`src/rtl/branch_unit_pkg.sv`:
```
// Shared encodings for the branch unit:
// branch condition codes and FSM states.
package branch_unit_pkg;

   localparam logic [2:0] COND_B   = 3'b000;
   localparam logic [2:0] COND_BEQ = 3'b001;
   localparam logic [2:0] COND_BNE = 3'b010;
   localparam logic [2:0] COND_BLT = 3'b011;
   localparam logic [2:0] COND_BLE = 3'b100;

   typedef enum logic [1:0] {
      S_IDLE = 2'b00,
      S_EVAL = 2'b01,
      S_DONE = 2'b10
   } state_t;

endpackage

```
`src/rtl/branch_unit_if.sv`:
```
// Controller <-> branch unit bundle:
// flag load, fetch increment and branch handshake.
interface branch_unit_if #(
   parameter int PC_W = 9
);
   logic            load_s;
   logic            Z_in;
   logic            V_in;
   logic            N_in;
   logic            pc_inc;
   logic            br_req;
   logic [2:0]      cond;
   logic [7:0]      imm8;
   logic [PC_W-1:0] pc;
   logic            Z;
   logic            V;
   logic            N;
   logic            busy;
   logic            br_done;
   logic            br_taken;

   modport master (
      output load_s, Z_in, V_in, N_in,
      output pc_inc, br_req, cond, imm8,
      input  pc, Z, V, N,
      input  busy, br_done, br_taken
   );

   modport slave (
      input  load_s, Z_in, V_in, N_in,
      input  pc_inc, br_req, cond, imm8,
      output pc, Z, V, N,
      output busy, br_done, br_taken
   );
endinterface

```
`src/rtl/branch_unit_cond.sv`:
```
// Branch condition decode against status flags.
// Codes 101..111 are never taken.
module branch_cond
   import branch_unit_pkg::*;
(
   input  logic [2:0] cond,
   input  logic       Z,
   input  logic       V,
   input  logic       N,
   output logic       taken
);

   // decode condition field into a take decision
   always_comb begin
      taken = 1'b0;
      unique case (cond)
         COND_B:   taken = 1'b1;
         COND_BEQ: taken = Z;
         COND_BNE: taken = ~Z;
         COND_BLT: taken = N ^ V;
         COND_BLE: taken = (N ^ V) | Z;
         default:  taken = 1'b0;
      endcase
   end

endmodule

```
`src/rtl/branch_unit.sv`:
```
// Status register, program counter and
// branch-resolution FSM (IDLE -> EVAL -> DONE).
module branch_unit
   import branch_unit_pkg::*;
#(
   parameter int PC_W = 9
) (
   input logic          clk,
   input logic          reset,
   branch_unit_if.slave bus
);

   state_t          state;
   logic [PC_W-1:0] pc_q;
   logic [PC_W-1:0] target;
   logic [PC_W-1:0] offs;
   logic            z_q;
   logic            v_q;
   logic            n_q;
   logic [2:0]      cond_q;
   logic [7:0]      imm_q;
   logic            busy_q;
   logic            done_q;
   logic            taken_q;
   logic            taken;

   branch_cond u_cond (
      .cond  (cond_q),
      .Z     (z_q),
      .V     (v_q),
      .N     (n_q),
      .taken (taken)
   );

   // PC already points past the branch, so the
   // target is a plain signed add with wrap.
   // Requires PC_W > 8.
   assign offs   = {{(PC_W-8){imm_q[7]}}, imm_q};
   assign target = pc_q + offs;

   // status flags load in any FSM state
   always_ff @(posedge clk or posedge reset) begin
      if (reset) begin
         z_q <= 1'b0;
         v_q <= 1'b0;
         n_q <= 1'b0;
      end else if (bus.load_s) begin
         z_q <= bus.Z_in;
         v_q <= bus.V_in;
         n_q <= bus.N_in;
      end
   end

   // branch FSM with registered handshake outputs
   always_ff @(posedge clk or posedge reset) begin
      if (reset) begin
         state   <= S_IDLE;
         pc_q    <= '0;
         cond_q  <= '0;
         imm_q   <= '0;
         busy_q  <= 1'b0;
         done_q  <= 1'b0;
         taken_q <= 1'b0;
      end else begin
         unique case (state)
            S_IDLE: begin
               done_q <= 1'b0;
               if (bus.br_req) begin
                  cond_q <= bus.cond;
                  imm_q  <= bus.imm8;
                  busy_q <= 1'b1;
                  state  <= S_EVAL;
               end else if (bus.pc_inc) begin
                  pc_q <= pc_q + PC_W'(1);
               end
            end
            S_EVAL: begin
               if (taken) begin
                  pc_q <= target;
               end
               taken_q <= taken;
               done_q  <= 1'b1;
               state   <= S_DONE;
            end
            S_DONE: begin
               done_q <= 1'b0;
               busy_q <= 1'b0;
               state  <= S_IDLE;
            end
            default: begin
               done_q <= 1'b0;
               busy_q <= 1'b0;
               state  <= S_IDLE;
            end
         endcase
      end
   end

   assign bus.pc       = pc_q;
   assign bus.Z        = z_q;
   assign bus.V        = v_q;
   assign bus.N        = n_q;
   assign bus.busy     = busy_q;
   assign bus.br_done  = done_q;
   assign bus.br_taken = taken_q;

endmodule

```
`src/flat_wrapper.sv`:
```
// flat-port wrapper written by rule: the top's interface ports become plain ports
module branch_unit_flat import branch_unit_pkg::*;
#(
   parameter int PC_W = 9
)
  (clk, reset, bus_load_s, bus_Z_in, bus_V_in, bus_N_in, bus_pc_inc, bus_br_req, bus_cond, bus_imm8, bus_pc, bus_Z, bus_V, bus_N, bus_busy, bus_br_done, bus_br_taken);
  branch_unit_if #(.PC_W(PC_W)) bus_i ();
  input logic clk;
  input logic reset;
  input wire logic [$bits(bus_i.load_s)-1:0] bus_load_s;
  input wire logic [$bits(bus_i.Z_in)-1:0] bus_Z_in;
  input wire logic [$bits(bus_i.V_in)-1:0] bus_V_in;
  input wire logic [$bits(bus_i.N_in)-1:0] bus_N_in;
  input wire logic [$bits(bus_i.pc_inc)-1:0] bus_pc_inc;
  input wire logic [$bits(bus_i.br_req)-1:0] bus_br_req;
  input wire logic [$bits(bus_i.cond)-1:0] bus_cond;
  input wire logic [$bits(bus_i.imm8)-1:0] bus_imm8;
  output wire logic [$bits(bus_i.pc)-1:0] bus_pc;
  output wire logic [$bits(bus_i.Z)-1:0] bus_Z;
  output wire logic [$bits(bus_i.V)-1:0] bus_V;
  output wire logic [$bits(bus_i.N)-1:0] bus_N;
  output wire logic [$bits(bus_i.busy)-1:0] bus_busy;
  output wire logic [$bits(bus_i.br_done)-1:0] bus_br_done;
  output wire logic [$bits(bus_i.br_taken)-1:0] bus_br_taken;
  assign bus_i.load_s = bus_load_s;
  assign bus_i.Z_in = bus_Z_in;
  assign bus_i.V_in = bus_V_in;
  assign bus_i.N_in = bus_N_in;
  assign bus_i.pc_inc = bus_pc_inc;
  assign bus_i.br_req = bus_br_req;
  assign bus_i.cond = bus_cond;
  assign bus_i.imm8 = bus_imm8;
  assign bus_pc = bus_i.pc;
  assign bus_Z = bus_i.Z;
  assign bus_V = bus_i.V;
  assign bus_N = bus_i.N;
  assign bus_busy = bus_i.busy;
  assign bus_br_done = bus_i.br_done;
  assign bus_br_taken = bus_i.br_taken;
  branch_unit #(.PC_W(PC_W)) u_core (.clk(clk), .reset(reset), .bus(bus_i));
endmodule
```
`config.mk`:
```
export PLATFORM = sky130hd
export DESIGN_NAME = branch_unit_flat
export DESIGN_NICKNAME = d
export VERILOG_FILES = /design/src/rtl/branch_unit_pkg.sv /design/src/rtl/branch_unit_if.sv /design/src/rtl/branch_unit_cond.sv /design/src/rtl/branch_unit.sv /design/src/flat_wrapper.sv
export SDC_FILE = /design/constraint.sdc
export NUM_CORES = 1
export LEC_CHECK = 0
export BUFFER_PORTS_ARGS = -buffer_cell sky130_fd_sc_hd__buf_2
export CORE_MARGIN = 2
export CORE_UTILIZATION = 55
export CTS_CLUSTER_DIAMETER = 150
export DETAILED_ROUTE_END_ITERATION = 8
export PLACE_DENSITY = 0.92
export SKIP_CTS_REPAIR_TIMING = 1
export SYNTH_ARGS = -nofsm -noshare
export SYNTH_HDL_FRONTEND = slang
export SYNTH_SLANG_ARGS = --single-unit
export TNS_END_PERCENT = 1
```
`constraint.sdc`:
```
create_clock -name clk -period 8.3 [get_ports clk]
set_clock_uncertainty 0.15 [all_clocks]
set_input_delay 0.83 -clock clk [delete_from_list [all_inputs] [get_ports clk]]
set_output_delay 0.83 -clock clk [all_outputs]
set_load 0.05 [all_outputs]
```
### Word level (Yosys, flattened, before mapping)

Index checks and enable logic that the tools add are counted.

| word-level totals | value |
|---|---|
| flip-flop bits (word level) | 28 |
| input port bits | 19 |
| output and inout bits | 15 |
| word-level logic and storage cells | 41 |

| cells by class | value |
|---|---|
| add/sub/neg operators | 2 |
| eq/ne operators | 9 |
| mux-type cells | 10 |
| bitwise gates (word level) | 4 |
| reduce and logical (&&, ||, !) cells | 6 |

Operators with widths:

| operator | count |
|---|---|
| 2-to-1 mux 9 bit | 3 |
| one-hot mux 9 bit (2 select lines) | 1 |
| adder 9 x 1 -> 9 bit, second input constant | 1 |
| adder 9 bit | 1 |
| == test 3 x 2 -> 1 bit, second input constant | 2 |
| inequality test 2 bit, second input constant | 3 |
| one-hot mux 1 bit (5 select lines) | 1 |
| one-hot mux 2 bit (2 select lines) | 1 |
| AND reduction 2 bit | 2 |
| AND reduction 4 bit | 1 |
| == test 3 x 1 -> 1 bit, second input constant | 1 |
| == test 3 bit, second input constant | 1 |
| zero test 3 bit | 1 |
| == test 2 x 1 -> 1 bit, second input constant | 1 |
| zero test 2 bit | 1 |
| 2-to-1 mux 1 bit | 2 |
| 2-to-1 mux 2 bit | 1 |
| inequality test 2 x 1 -> 1 bit, second input constant | 1 |
| NOT 1 bit | 2 |
| one-hot mux 1 bit (2 select lines) | 1 |
| nonzero test 2 bit | 1 |
| OR 1 bit | 1 |
| bitwise XOR 1 bit | 1 |

### Depth between registers and ports, before layout

| depth | value |
|---|---|
| word-level depth | 5 |
| depth in mapped cells | 10 |
| mapped depth without buffers | 9 |

### Hierarchy

Synthesis repeated with hierarchy kept, for this count alone.

| unflattened totals | value |
|---|---|
| cell total of the unflattened synthesis | 127 |
| area total of the unflattened synthesis | 1497.7 µm² |

By module, submodules not included:

| module | instances | cells each | area each (µm²) | seq. area each (µm²) |
|---|---|---|---|---|
| branch_unit | 1 | 121 | 1442.6 | 700.7 |
| branch_cond | 1 | 6 | 55.1 | 0.0 |

### Least setup slack after synthesis

OpenSTA, ideal clock, no wires.

| timing | value |
|---|---|
| kind | register to register |
| start point | register u_core.state[0] |
| end point | register u_core.pc_q[8], in the netlist u_core.bus.pc[8] |
| setup time | 0.143 ns |
| arrival time | 2.371 ns |
| data required time | 8.007 ns |
| slack | 5.636 ns |
| stages on the path, launching flop included | 11 |
| buffers on the path | 1 |
| clock period less this slack | 2.664 ns |
| cells stage by stage | dfrtp_1 nor2b_1 clkbuf_1 nand2b_1 ha_1 fa_1 a211oi_1 o21ai_1 a211oi_1 a311oi_2 xor2_1 |

| on the way | value |
|---|---|
| cells in the longest elaborated chain, start to end | 3 |
| elaborated cells between the ends (all ways) | 8 |
| classes of those cells | eq/ne (4); mux (1); reduce/logical (3) |

Ends and longest elaborated chain:

| item | line | text |
|---|---|---|
| from (decl) | branch_unit.sv:13 | `state_t state;` |
| from (signal assigned) | branch_unit.sv:57 | `state <= S_IDLE;` |
| from (signal assigned) | branch_unit.sv:72 | `state <= S_EVAL;` |
| from (signal assigned) | branch_unit.sv:83 | `state <= S_DONE;` |
| == test 2 x 1 -> 1 bit / zero test 2 bit (equally long branches) | branch_unit.sv:65 | `unique case (state)` |
| inequality test 2 x 1 -> 1 bit (no source line), or another cell as far along | - |  |
| AND reduction 4 bit (no source line) | - |  |
| to (signal assigned) | branch_unit.sv:74 | `pc_q <= pc_q + PC_W'(1);` |
| to (signal assigned) | branch_unit.sv:79 | `pc_q <= target;` |
| to (decl) | branch_unit.sv:14 | `logic [PC_W-1:0] pc_q;` |

Parallel ways exist; a longest one is shown, timed or not.
A chain may end at the register's enable or synchronous reset.

### Worst setup path after layout

Same ends and word-level chain as after synthesis.

==> flow_metrics.env <==
export IMPL_yosys_register_bits=28
export IMPL_finalSetupViolCount=0
export IMPL_rows=18
export IMPL_die_w_um=55.64
export IMPL_synth_seq_area_share=0.4778
export IMPL_viasPerCell=5.695
export IMPL_worstRegToRegCells=9
export IMPL_worst_ep_arrival_time_ns=3.21
export IMPL_h_tree_depth=1
export IMPL_path_cells="nor2b_1, nand2b_1, ha_1, fa_1, a211oi_1, o21ai_1, a211oi_1, a311oi_2, xor2_1"
export IMPL_first_pass_iters=4
export IMPL_fin_tns_setup_ns=0
export IMPL_num_fill_cells=194
export IMPL_drive_gt1_frac=0.3694
export IMPL_initial_core_util=0.5866
export IMPL_reg2reg_from="u_core.state[0]"
export IMPL_synthCells=123
export IMPL_drt_total_wl_mm=2.955
export IMPL_r2r_setup_slack_ns=5.17
export IMPL_ios=34
export IMPL_power_density_nw_per_um2=333.2
export IMPL_hold_class="reg -> reg"
export IMPL_dieArea_um2=3095
export IMPL_cts_sinks=28
export IMPL_diodes=0
export IMPL_cp_max_fo=11
export IMPL_hold_viol_final=0
export IMPL_stdcell_area_um2=1692
export IMPL_dp_hpwl_mm=2.323
export IMPL_post_route_period_util=0.3772
export IMPL_cp_end_kind="register"
export IMPL_critPathMaxStageDelay_ns=0.53
export IMPL_max_freq_mhz=319.4
export IMPL_antenna_found_initial=0
export IMPL_slew_headroom=0.3022
export IMPL_leakage_uw=0.0008051
export IMPL_drc_errors=0
export IMPL_grt_ovfl_total=0
export IMPL_status="completed"
export IMPL_critPathCapture="u_core.bus.pc[8]"
export IMPL_tightest_slew_ns=1.046
export IMPL_cp_required_ns=8.38
export IMPL_synth_cell_types=32
export IMPL_port_buffers=33
export IMPL_grt_setup_unrepaired="false"
export IMPL_synth_cell_area_um2=1466
export IMPL_clockBufferDepth=2
export IMPL_place_congestion=0.8353
export IMPL_avgSynthCellArea_um2=11.92
export IMPL_ir_drop_v=0.0002164
export IMPL_final_max_slew_viol_count=0
export IMPL_cts_tree="yes"
export IMPL_grt_start_max_net_pins=29
export IMPL_r2r_end="u_core.bus.pc[8]"
export IMPL_worstSetupPathDepth=9
export IMPL_startpoint_type="register"
export IMPL_place_area_um2=1655
export IMPL_fp_coreArea_um2=2500
export IMPL_via_count=1065
export IMPL_syn_nets=151
export IMPL_drtIter0Drc=23
export IMPL_fin_nets=186
export IMPL_critPathLaunch="u_core.state[0]"
export IMPL_grt_pass1_wl_mm=4.899
export IMPL_cts_root_buf="clkbuf_4"
export IMPL_antenna_left=0
export IMPL_wl_per_cell_um=15.80
export IMPL_cp_num_buf_inv=0
export IMPL_holdPathStages=1
export IMPL_numCtsBuffers=3
export IMPL_period_needed_ns=3.131
export IMPL_drv_cap=0
export IMPL_grt_pass1_vias=1105
export IMPL_fp_dieH_um=55.64
export IMPL_crit_type="reg -> reg"
export IMPL_cpMostUsedCell="a211oi_1"
export IMPL_yosysWarnings=0
export IMPL_clk_latency_ns=0.34
export IMPL_crit_family="compound AO/OA/AOI/OAI gates"
export IMPL_area_growth_pct=15.36
export IMPL_clk_pin_slew_ns=0.15
export IMPL_multi_input_area_um2=744.5
export IMPL_crit_path_top_delay_cell="nor2b_1"
export IMPL_ff_latch_area_um2=700.7
export IMPL_grt_usage=0.2010
==> worst min-delay path by stage <==
stage,from,to,slack (ns)
floorplan,u_core.state[1],u_core.state[1],0.31
global placement,u_core.bus.pc[8],u_core.bus.pc[8],0.31
detailed placement,u_core.bus.busy,u_core.bus.busy,0.32
CTS,u_core.bus.pc[8],u_core.bus.pc[8],0.34
global route,u_core.bus.busy,u_core.bus.busy,0.38
finish,u_core.bus.pc[8],u_core.bus.pc[8],0.34
==> power by group <==
part / total (uW) / internal (uW) / switching, uW
Clock: 67.9 / 26.9 / 40.9
Sequential: 211 / 177 / 33.9
Combinational: 284 / 98.2 / 186
==> Yosys cell counts <==
cell type	instances	area share
nand4_1	1	0.0043
fa_1	1	0.014
o221ai_2	1	0.010
nor2b_1	3	0.013
nand2b_1	2	0.0085
a31oi_1	1	0.0043
or3b_1	1	0.0060
a21oi_1	7	0.024
o211ai_1	3	0.015
a211oi_1	2	0.010
xor2_1	4	0.024
buf_2	2	0.0068
xnor2_1	4	0.024
clkbuf_1	1	0.0026
ha_1	8	0.068
o22a_1	1	0.0060
mux2_1	1	0.0077
nand2_1	7	0.018
a311oi_2	1	0.010
and2_1	8	0.034
nor3b_2	1	0.0085
a21o_1	4	0.020
o21ai_0	2	0.0068
inv_1	2	0.0051
o21ai_1	5	0.017
o211ai_2	1	0.0085
or2_2	1	0.0043
nand3b_1	1	0.0051
dfrtp_1	28	0.48
mux2_2	16	0.12
nand3_1	2	0.0068
and3b_1	1	0.0060
==> metrics by stage <==
step           utilization  cells  hold WS [ns]  power, uW  worst slack [ns]
4_1_cts             0.6767    187        0.3431      566.5             5.167
6_report            0.6767    187        0.3439      563.6             5.169
3_3_place_gp        0.6622    183        0.3053      481.8             5.463
2_1_floorplan            -    123        0.3148      430.8             5.636
5_1_grt             0.6767    187        0.3756      599.8             4.940
3_5_place_dp        0.6622    183        0.3153      500.2             5.183
==> placed cells by master, fill, tap and decap left out, drive strengths merged <==
| cell | instances |
|---|---|
| nor3b | 1 |
| or3b | 1 |
| xor2 | 4 |
| a21o | 4 |
| a211oi | 2 |
| clkbuf | 4 |
| ha | 8 |
| dfrtp | 28 |
| o211ai | 4 |
| nand3 | 2 |
| fa | 1 |
| xnor2 | 4 |
| inv | 2 |
| a31oi | 1 |
| and2 | 8 |
| nand4 | 1 |
| a21oi | 7 |
| or2 | 1 |
| nor2b | 3 |
| a311oi | 1 |
| and3b | 1 |
| buf | 33 |
| nand2 | 7 |
| mux2 | 17 |
| nand2b | 2 |
| o21ai | 7 |
| nand3b | 1 |
| o22a | 1 |
| o221ai | 1 |
==> area by class of cell <==
type	instances	area share
clock buffer	4	0.02145
inverter	2	0.004438
multi-input combinational	90	0.4401
sequential	28	0.4142
tap	30	0.02219
timing repair buffer	33	0.09763
==> state kept, by name, summed over array words and instances (netlist names) <==
name,count
u_core.bus.br_done,1
u_core.bus.V,1
u_core.bus.busy,1
u_core.bus.pc,9
u_core.imm_q,8
u_core.bus.br_taken,1
u_core.state,2
u_core.bus.N,1
u_core.cond_q,3
u_core.bus.Z,1
==> layer usage <==
layer | vias to the layer above | GRT usage | share of wire
li1 | 509 | - | -
met3 | 7 | 0.03721 | 0.051
met1 | 515 | 0.2370 | 0.40
met2 | 34 | 0.3520 | 0.53
met4 | 0 | 0.09408 | 0.019
met5 | - | 0 | 0
==> worst reg2reg max path, delay by kind of cell, from the launching register on <==
family          cells  cell delay, ns
xor+xnor            1            0.18
simple gates        2            0.68
flops               1            0.47
compound gates      4            0.87
fa+ha+maj           2            0.69
==> cells by family after synthesis <==
| group | synth area share |
|---|---|
| AO/OA/AOI/OAI | 0.1331 |
| AND/OR/NAND/NOR | 0.1143 |
| flip-flops | 0.4778 |
| multiplexers | 0.1305 |
| adder cells (fa/ha/maj) | 0.08191 |
| XOR/XNOR | 0.04778 |
| buffers and inverters | 0.01450 |
Power figures use the tool's default switching activity.
